$ cat src/rtl/frame_serializer.sv
// frame_serializer: queues 32-bit frames and sends each one as four bytes, byte0 first.
// Latency: byte0 appears on the lane one edge after the push into an empty queue; the
//   expected avg/diff pulse on the edge after byte3. Backpressure: in_ready = !full.
// Ports: clk/rst (async, active-high); in_data/in_valid/in_ready push side;
//   ser_out/ser_valid/frame_start serial lane; exp_avg/exp_diff/exp_valid expected result.
module frame_serializer #(
  parameter int          DEPTH     = 2,
  parameter logic [7:0]  IDLE_BYTE = 8'h00
) (
  input  logic        clk,
  input  logic        rst,
  input  logic [31:0] in_data,
  input  logic        in_valid,
  output logic        in_ready,
  output logic [7:0]  ser_out,
  output logic        ser_valid,
  output logic        frame_start,
  output logic [7:0]  exp_avg,
  output logic [7:0]  exp_diff,
  output logic        exp_valid
);

  localparam int AW = (DEPTH > 1) ? $clog2(DEPTH) : 1;

  typedef enum logic {IDLE, SEND} tx_state_e;

  // FIFO storage and pointers (one extra MSB distinguishes full from empty)
  logic [31:0] mem_q [DEPTH];
  logic [31:0] mem_d [DEPTH];
  logic [AW:0] wptr_q, wptr_d;
  logic [AW:0] rptr_q, rptr_d;
  logic        full, empty, push, pop;
  logic [31:0] head;

  // tx state
  tx_state_e   state_q, state_d;
  logic [1:0]  phase_q, phase_d;
  logic [31:0] shadow_q, shadow_d;
  logic [7:0]  ser_out_q, ser_out_d;
  logic        ser_valid_q, ser_valid_d;
  logic        frame_start_q, frame_start_d;
  logic [7:0]  exp_avg_q, exp_avg_d;
  logic [7:0]  exp_diff_q, exp_diff_d;
  logic        exp_valid_q, exp_valid_d;
  logic        last_byte;

  // expected-result arithmetic on the latched frame
  logic [9:0]  sum_w;
  logic [7:0]  avg_w;
  logic [7:0]  diff_w;

  assign full  = (wptr_q[AW] != rptr_q[AW]) && (wptr_q[AW-1:0] == rptr_q[AW-1:0]);
  assign empty = (wptr_q == rptr_q);
  assign push  = in_valid && !full;
  assign head  = mem_q[rptr_q[AW-1:0]];

  assign sum_w  = 10'(shadow_q[7:0]) + 10'(shadow_q[15:8])
                + 10'(shadow_q[23:16]) + 10'(shadow_q[31:24]);
  assign avg_w  = 8'(sum_w >> 2);
  assign diff_w = (avg_w >= shadow_q[31:24]) ? (avg_w - shadow_q[31:24])
                                             : (shadow_q[31:24] - avg_w);

  // FIFO next state
  always_comb begin
    mem_d  = mem_q;
    wptr_d = wptr_q;
    rptr_d = rptr_q;
    if (push) begin
      mem_d[wptr_q[AW-1:0]] = in_data;
      wptr_d = wptr_q + (AW+1)'(1);
    end
    if (pop) begin
      rptr_d = rptr_q + (AW+1)'(1);
    end
  end

  // tx FSM next state / outputs. phase_q is the index of the next byte to load,
  // so SEND with phase_q==0 means byte3 is currently on the lane.
  always_comb begin
    state_d       = state_q;
    phase_d       = phase_q;
    shadow_d      = shadow_q;
    ser_out_d     = ser_out_q;
    ser_valid_d   = ser_valid_q;
    frame_start_d = 1'b0;
    exp_avg_d     = exp_avg_q;
    exp_diff_d    = exp_diff_q;
    exp_valid_d   = 1'b0;
    pop           = 1'b0;
    last_byte     = (state_q == SEND) && (phase_q == 2'd0);

    if (last_byte) begin
      exp_avg_d   = avg_w;
      exp_diff_d  = diff_w;
      exp_valid_d = 1'b1;
    end

    if ((state_q == IDLE) || last_byte) begin
      if (!empty) begin
        // pop here frees the slot; the frame lives on in the shadow register
        pop           = 1'b1;
        shadow_d      = head;
        ser_out_d     = head[7:0];
        ser_valid_d   = 1'b1;
        frame_start_d = 1'b1;
        phase_d       = 2'd1;
        state_d       = SEND;
      end else begin
        ser_out_d   = IDLE_BYTE;
        ser_valid_d = 1'b0;
        phase_d     = 2'd0;
        state_d     = IDLE;
      end
    end else begin
      ser_out_d   = shadow_q[{phase_q, 3'b000} +: 8];
      ser_valid_d = 1'b1;
      phase_d     = phase_q + 2'd1;
    end
  end

  always_ff @(posedge clk or posedge rst) begin
    if (rst) begin
      for (int i = 0; i < DEPTH; i++) mem_q[i] <= '0;
      wptr_q        <= '0;
      rptr_q        <= '0;
      state_q       <= IDLE;
      phase_q       <= 2'd0;
      shadow_q      <= '0;
      ser_out_q     <= IDLE_BYTE;
      ser_valid_q   <= 1'b0;
      frame_start_q <= 1'b0;
      exp_avg_q     <= '0;
      exp_diff_q    <= '0;
      exp_valid_q   <= 1'b0;
    end else begin
      mem_q         <= mem_d;
      wptr_q        <= wptr_d;
      rptr_q        <= rptr_d;
      state_q       <= state_d;
      phase_q       <= phase_d;
      shadow_q      <= shadow_d;
      ser_out_q     <= ser_out_d;
      ser_valid_q   <= ser_valid_d;
      frame_start_q <= frame_start_d;
      exp_avg_q     <= exp_avg_d;
      exp_diff_q    <= exp_diff_d;
      exp_valid_q   <= exp_valid_d;
    end
  end

  assign in_ready    = !full;
  assign ser_out     = ser_out_q;
  assign ser_valid   = ser_valid_q;
  assign frame_start = frame_start_q;
  assign exp_avg     = exp_avg_q;
  assign exp_diff    = exp_diff_q;
  assign exp_valid   = exp_valid_q;

endmodule

$ cat config.mk
export PLATFORM = sky130hd
export DESIGN_NAME = frame_serializer
export DESIGN_NICKNAME = d
export VERILOG_FILES = /design/src/rtl/frame_serializer.sv
export SDC_FILE = /design/constraint.sdc
export NUM_CORES = 1
export LEC_CHECK = 0
export ABC_AREA = 1
export CAP_MARGIN = 20
export CORE_MARGIN = 2
export CORE_UTILIZATION = 50
export DETAILED_ROUTE_END_ITERATION = 6
export HOLD_SLACK_MARGIN = 0.03
export PLACE_DENSITY = 0.79
export SYNTH_ARGS = -nofsm -noshare
export SYNTH_HDL_FRONTEND = slang
export SYNTH_SLANG_ARGS = --single-unit
export TNS_END_PERCENT = 1
$ cat constraint.sdc
create_clock -name clk -period 5.12 [get_ports clk]
set_input_delay 1.024 -clock clk [delete_from_list [all_inputs] [get_ports clk]]
set_output_delay 1.024 -clock clk [all_outputs]
set_load 0.05 [all_outputs]
Yosys cells after proc, flatten, opt, wreduce, memory -nomap -nowiden
Index checks and enable logic that the tools add are counted.
{"block": "totals", "regBits": 130, "wordCells": 56, "in_bits": 35, "output_inout_bits": 28, "latch_bits": 0, "mem_bits_ro": 0, "memories": 0, "mem_bits_rw": 0}
{"block": "op_classes", "muxes": 15, "shifts": 1, "bitwise_logic": 4, "order_cmp": 4, "n_reduce_logical": 8, "n_mul": 0, "n_div": 0, "add_sub_neg": 8, "eq_ne": 3}
{"op": "$mux W32", "n": 4}
{"op": "$bwmux W64", "n": 1}
{"op": "$demux W32 S1", "n": 1}
{"op": "$shiftx A32 B6 Y8", "n": 1}
{"op": "$mux W8", "n": 3}
{"op": "$sub A8 B8 Y8", "n": 2}
{"op": "$add A10 B8 Y10", "n": 1}
{"op": "$add A9 B8 Y10", "n": 1}
{"op": "$add A8 B8 Y9", "n": 1}
{"op": "$ge A8 B8 Y1", "n": 1}
{"op": "$add A2 B1 Y2 const B", "n": 3}
{"op": "$mux W1", "n": 5}
{"op": "$ge A2 B2 Y1 const B", "n": 2}
{"op": "$logic_and A1 B1 Y1", "n": 4}
{"op": "$not A1 Y2", "n": 2}
{"op": "$eq A2 B2 Y1", "n": 1}
{"op": "$logic_not A2 Y1", "n": 1}
{"op": "$lt A2 B1 Y1 const B", "n": 1}
{"op": "$mux W2", "n": 1}
{"op": "$not A1 Y1", "n": 2}
{"op": "$reduce_and A2 Y1", "n": 1}
{"op": "$eq A1 B1 Y1", "n": 1}
{"op": "$logic_not A1 Y1", "n": 1}
{"op": "$logic_or A1 B1 Y1", "n": 1}
{"op": "$ne A1 B1 Y1", "n": 1}

Longest topological paths before layout
{"block": "depth", "depth_word": 6, "ltp_mapped": 24, "depth_no_buf": 23}

Worst setup path after synthesis
Ideal clock, no wire load.
{"block": "synth_timing", "path_kind": "flip-flop to flip-flop", "start": "reg shadow_q[3]", "end": "reg exp_diff_q[6] (netlist: exp_diff[6])", "period_less_slack_ns": 3.816, "setup_ns": 0.118, "path_buffers": 0, "required_ns": 5.002, "slack_ns": 1.304, "path_stages_with_launch": 23, "arrival_ns": 3.698, "cell_sequence": "dfrtp_1 inv_1 fa_1 inv_1 fa_1 ha_1 a21oi_1 nand2_1 nand2_1 nand2_1 a21oi_1 xor2_1 inv_1 ha_1 nand2_1 nor3_1 nand4_1 nand3_2 o21ai_0 nand2_1 nand2_1 nand3_1 nand2_1"}
{"block": "synth_between", "elab_chain_cells": 5, "elab_cells_between_ends": 7, "cone_classes": "add/sub: 5; order compare: 1; mux: 1"}
{"element": "start, declared", "line": "38", "source": "logic [31:0] shadow_q, shadow_d;"}
{"element": "start signal, assigned", "line": "141", "source": "shadow_q <= shadow_d;"}
{"element": "$add A8 B8 Y9 (*)", "line": "57", "source": "assign sum_w = 10'(shadow_q[7:0]) + 10'(shadow_q[15:8])"}
{"element": "$add A9 B8 Y10 (*)", "line": "58", "source": "+ 10'(shadow_q[23:16]) + 10'(shadow_q[31:24]);"}
{"element": "$add A10 B8 Y10 (*)", "line": "58"}
{"element": "named net sum_w[6]", "line": "48", "source": "logic [9:0] sum_w;"}
{"element": "$sub A8 B8 Y8 (tied with other cells)", "line": "61", "source": ": (shadow_q[31:24] - avg_w);"}
{"element": "$mux W8 (*)", "line": "60", "source": "assign diff_w = (avg_w >= shadow_q[31:24]) ? (avg_w - shadow_q[31:24])"}
{"element": "end signal, assigned", "line": "146", "source": "exp_diff_q <= exp_diff_d;"}
{"element": "end, declared", "line": "43", "source": "logic [7:0] exp_diff_q, exp_diff_d;"}
Mark *: on every way through the listed nets, which the timed path passes. The rest lies on a longest branch.
A chain may end at the register's enable or synchronous reset.

Final worst setup path
Ends and elaborated chain as after synthesis.

==> metrics.txt <==
status finished, final reports clean; Max Slew Vio Count 0; Worst Hold End exp_diff[7]; clock transition at the registers of the reported paths 0.05 ns; Hold Path Class reg -> reg; root buffer cell clkbuf_16; Synthesized Nets 798; Fin Setup TNS 0 ns; cts repair resizes 0; CTS tree built; Via density between 5 and 6; CP dominant cell by count nand2_1; Ys Warns 0; hold buffer count at CTS 0; reg-to-reg critical path endpoint exp_diff[6]; GRT Total Usage 21.2%; Tmin final between 4 and 5 ns; register area share after synthesis roughly half; max-cap viol count 0; commonest cells after routing, fill and taps aside nand2_1, dfrtp_1, inv_1, o21ai_0, clkdlybuf4s50_1; number of global-route vias before repair 4872; DIE HEIGHT around 120 um; Worst Skew 0.00595 ns; GRT Residual Overflow 0; Final Hold Vio Count 0; reg2reg path depth 22; RSZ-0062 raised after global routing false; DR vias 5007; Worst-Skew Late Latency ~0.42 ns; RePlAce Congestion 0.886; Startpoint Class register; pin count of the biggest net entering global routing 80; crit share post-route between 80% and 90%; io pins 63; drt drc 0; maximum fanout along the worst path 8; initial antenna violation count 0; Cells after Synth 725; Total Nets Final 850; clk buf depth 2; Hold Crit Depth 2; ANT cells 0; Die Area between 10000 and 15000 um^2; routed wire length 13900 um; Row Count 42; most common cell after layout, fill and taps aside nand2_1; FF+latch count, synth 130; Slowest cell on crit path fa_1; Cell Area, Synth about 6700 um^2; Worst EP required between 5 and 6 ns; Clock Sinks 130; remaining antenna violation count after routing 0; IO buf count 62; register-to-register setup slack about 0.89 ns; first-pass GRT wire length 23700 um; H-tree levels 4; Post-DP Area about 7400 um^2; Initial DRT Pass Iterations 5; FMAX ~240 MHz; chip width 120 um; critical path class reg -> reg; core region area 13200 um^2; ratio of cells with drive above 1 in the final layout under 10%; Crit path arrival time between 4 and 5 ns; TritonCTS buffer count 17; critical path's largest stage delay around 0.53 ns; fin util 60.5%; Synth cell types 33; Worst R2R Start shadow_q[3]; Layout area overhead 19.0%; initial DRC count between 300 and 400; DR WL/cell roughly 14 um; measured slew at the worst slew-check pin 1.03 ns; post-synthesis average cell area just over 9 um^2; Worst slew margin a little under a third; crit end category register; hpwl dp slightly below 10000 um; Post-CTS Repair Setup Buffers 0; hold path start exp_diff[7]; final instance area 7970 um^2; Initial Utilization 50.8%; worst-path cell chain inv_1 -> fa_1 -> inv_1 -> fa_1 -> ha_1 -> a21oi_1 -> nand2_1 -> nand2_1 -> nand2_1 -> a21oi_1 -> xor2_1 -> inv_1 -> ha_1 -> nand2_1 -> nor3_1 -> nand4_1 -> nand3_2 -> o21ai_0 -> nand2_1 -> nand2_1 -> nand3_1 -> nand2_1; Final Setup Violations 0
[per-stage QoR]
| stage | hold WS (ns) | instances | worst slack, ns |
|---|---|---|---|
| 2_1_floorplan | 0.462 | 725 | 0.627 |
| 3_3_place_gp | 0.466 | 934 | 1.13 |
| 3_5_place_dp | 0.471 | 934 | 0.986 |
| 4_1_cts | 0.485 | 965 | 0.953 |
| 5_1_grt | 0.511 | 965 | 0.327 |
| 6_report | 0.480 | 965 | 0.894 |
[final cells by class]
type,count,area (um^2)
fill,1079,5220
sequential,130,3250
multi-input combinational,450,2860
timing repair buffer,68,666
clock buffer,26,479
inverter,110,415
tap,176,220
clock inverter,5,78.8
[metal layers]
| layer | part of all wire [%] | track usage (%) |
|---|---|---|
| met3 | 3.8 | 4.52 |
| met5 | 0 | 0 |
| met2 | 48 | 33.6 |
| met1 | 46 | 28.8 |
| met4 | 2.1 | 8.24 |
[flip-flops by register name, indices dropped and copies added (netlist names)]
signal,count
exp_avg,8
exp_diff,8
exp_valid,1
frame_start,1
mem_q,64
phase_q,2
rptr_q,2
ser_out,8
ser_valid,1
shadow_q,32
state_q,1
wptr_q,2
[critical path: cells and delay by family, from the launching register on]
kind | cells | cell delay, ns
xor+xnor | 1 | 0.26
flops | 1 | 0.33
buf+inv | 3 | 0.19
compound gates | 3 | 0.49
fa+ha+maj | 4 | 1.71
simple gates | 11 | 1.12
[worst max path at each step]
stage               cells past startpoint    startpoint     endpoint  slack, ns
floorplan                               1           rst   exp_avg[0]       0.63
global route                           23  shadow_q[11]  exp_diff[7]       0.33
global placement                       22   shadow_q[3]  exp_diff[6]       1.13
detailed placement                     22   shadow_q[3]  exp_diff[6]       0.99
finish                                 22   shadow_q[3]  exp_diff[6]       0.89
CTS                                    22   shadow_q[3]  exp_diff[6]       0.95
[cells in the mapped netlist]
| master | n | area, um^2 |
|---|---|---|
| clkbuf_2 | 1 | 5.00 |
| inv_1 | 108 | 405 |
| buf_8 | 1 | 15.0 |
| nand4_1 | 3 | 18.8 |
| fa_1 | 18 | 360 |
| o21bai_1 | 1 | 7.51 |
| nor2_4 | 2 | 22.5 |
| nand2_4 | 1 | 11.3 |
| buf_2 | 6 | 30.0 |
| mux2_2 | 30 | 338 |
| ha_1 | 20 | 250 |
| or2_4 | 1 | 8.76 |
| dfrtp_1 | 130 | 3250 |
| nand3_2 | 1 | 10.0 |
| inv_2 | 1 | 3.75 |
| nand2_1 | 151 | 567 |
| clkbuf_1 | 19 | 71.3 |
| nor3_1 | 1 | 5.00 |
| o211ai_1 | 23 | 173 |
| clkinv_1 | 1 | 3.75 |
| o21ai_0 | 93 | 465 |
| buf_4 | 7 | 52.6 |
| a21o_1 | 2 | 15.0 |
| buf_6 | 1 | 11.3 |
| nor2_1 | 16 | 60.1 |
| nand3_1 | 27 | 135 |
| a21oi_1 | 31 | 155 |
| xnor2_1 | 2 | 17.5 |
| a31oi_1 | 8 | 50.1 |
| mux2_4 | 4 | 60.1 |
| a21boi_1 | 1 | 7.51 |
| xor2_1 | 11 | 96.3 |
| o21ai_1 | 3 | 15.0 |
[cells by family after synthesis]
group	after synthesis	synth area share, %
AO/OA/AOI/OAI	162	13.3
multiplexers	34	5.94
buffers and inverters	145	8.93
adder cells (fa/ha/maj)	38	9.11
XOR/XNOR	13	1.70
flip-flops	130	48.6
AND/OR/NAND/NOR	203	12.5
Power is not shown: default switching activity piles up to over one toggle a cycle in this logic, so the estimate is an artifact.
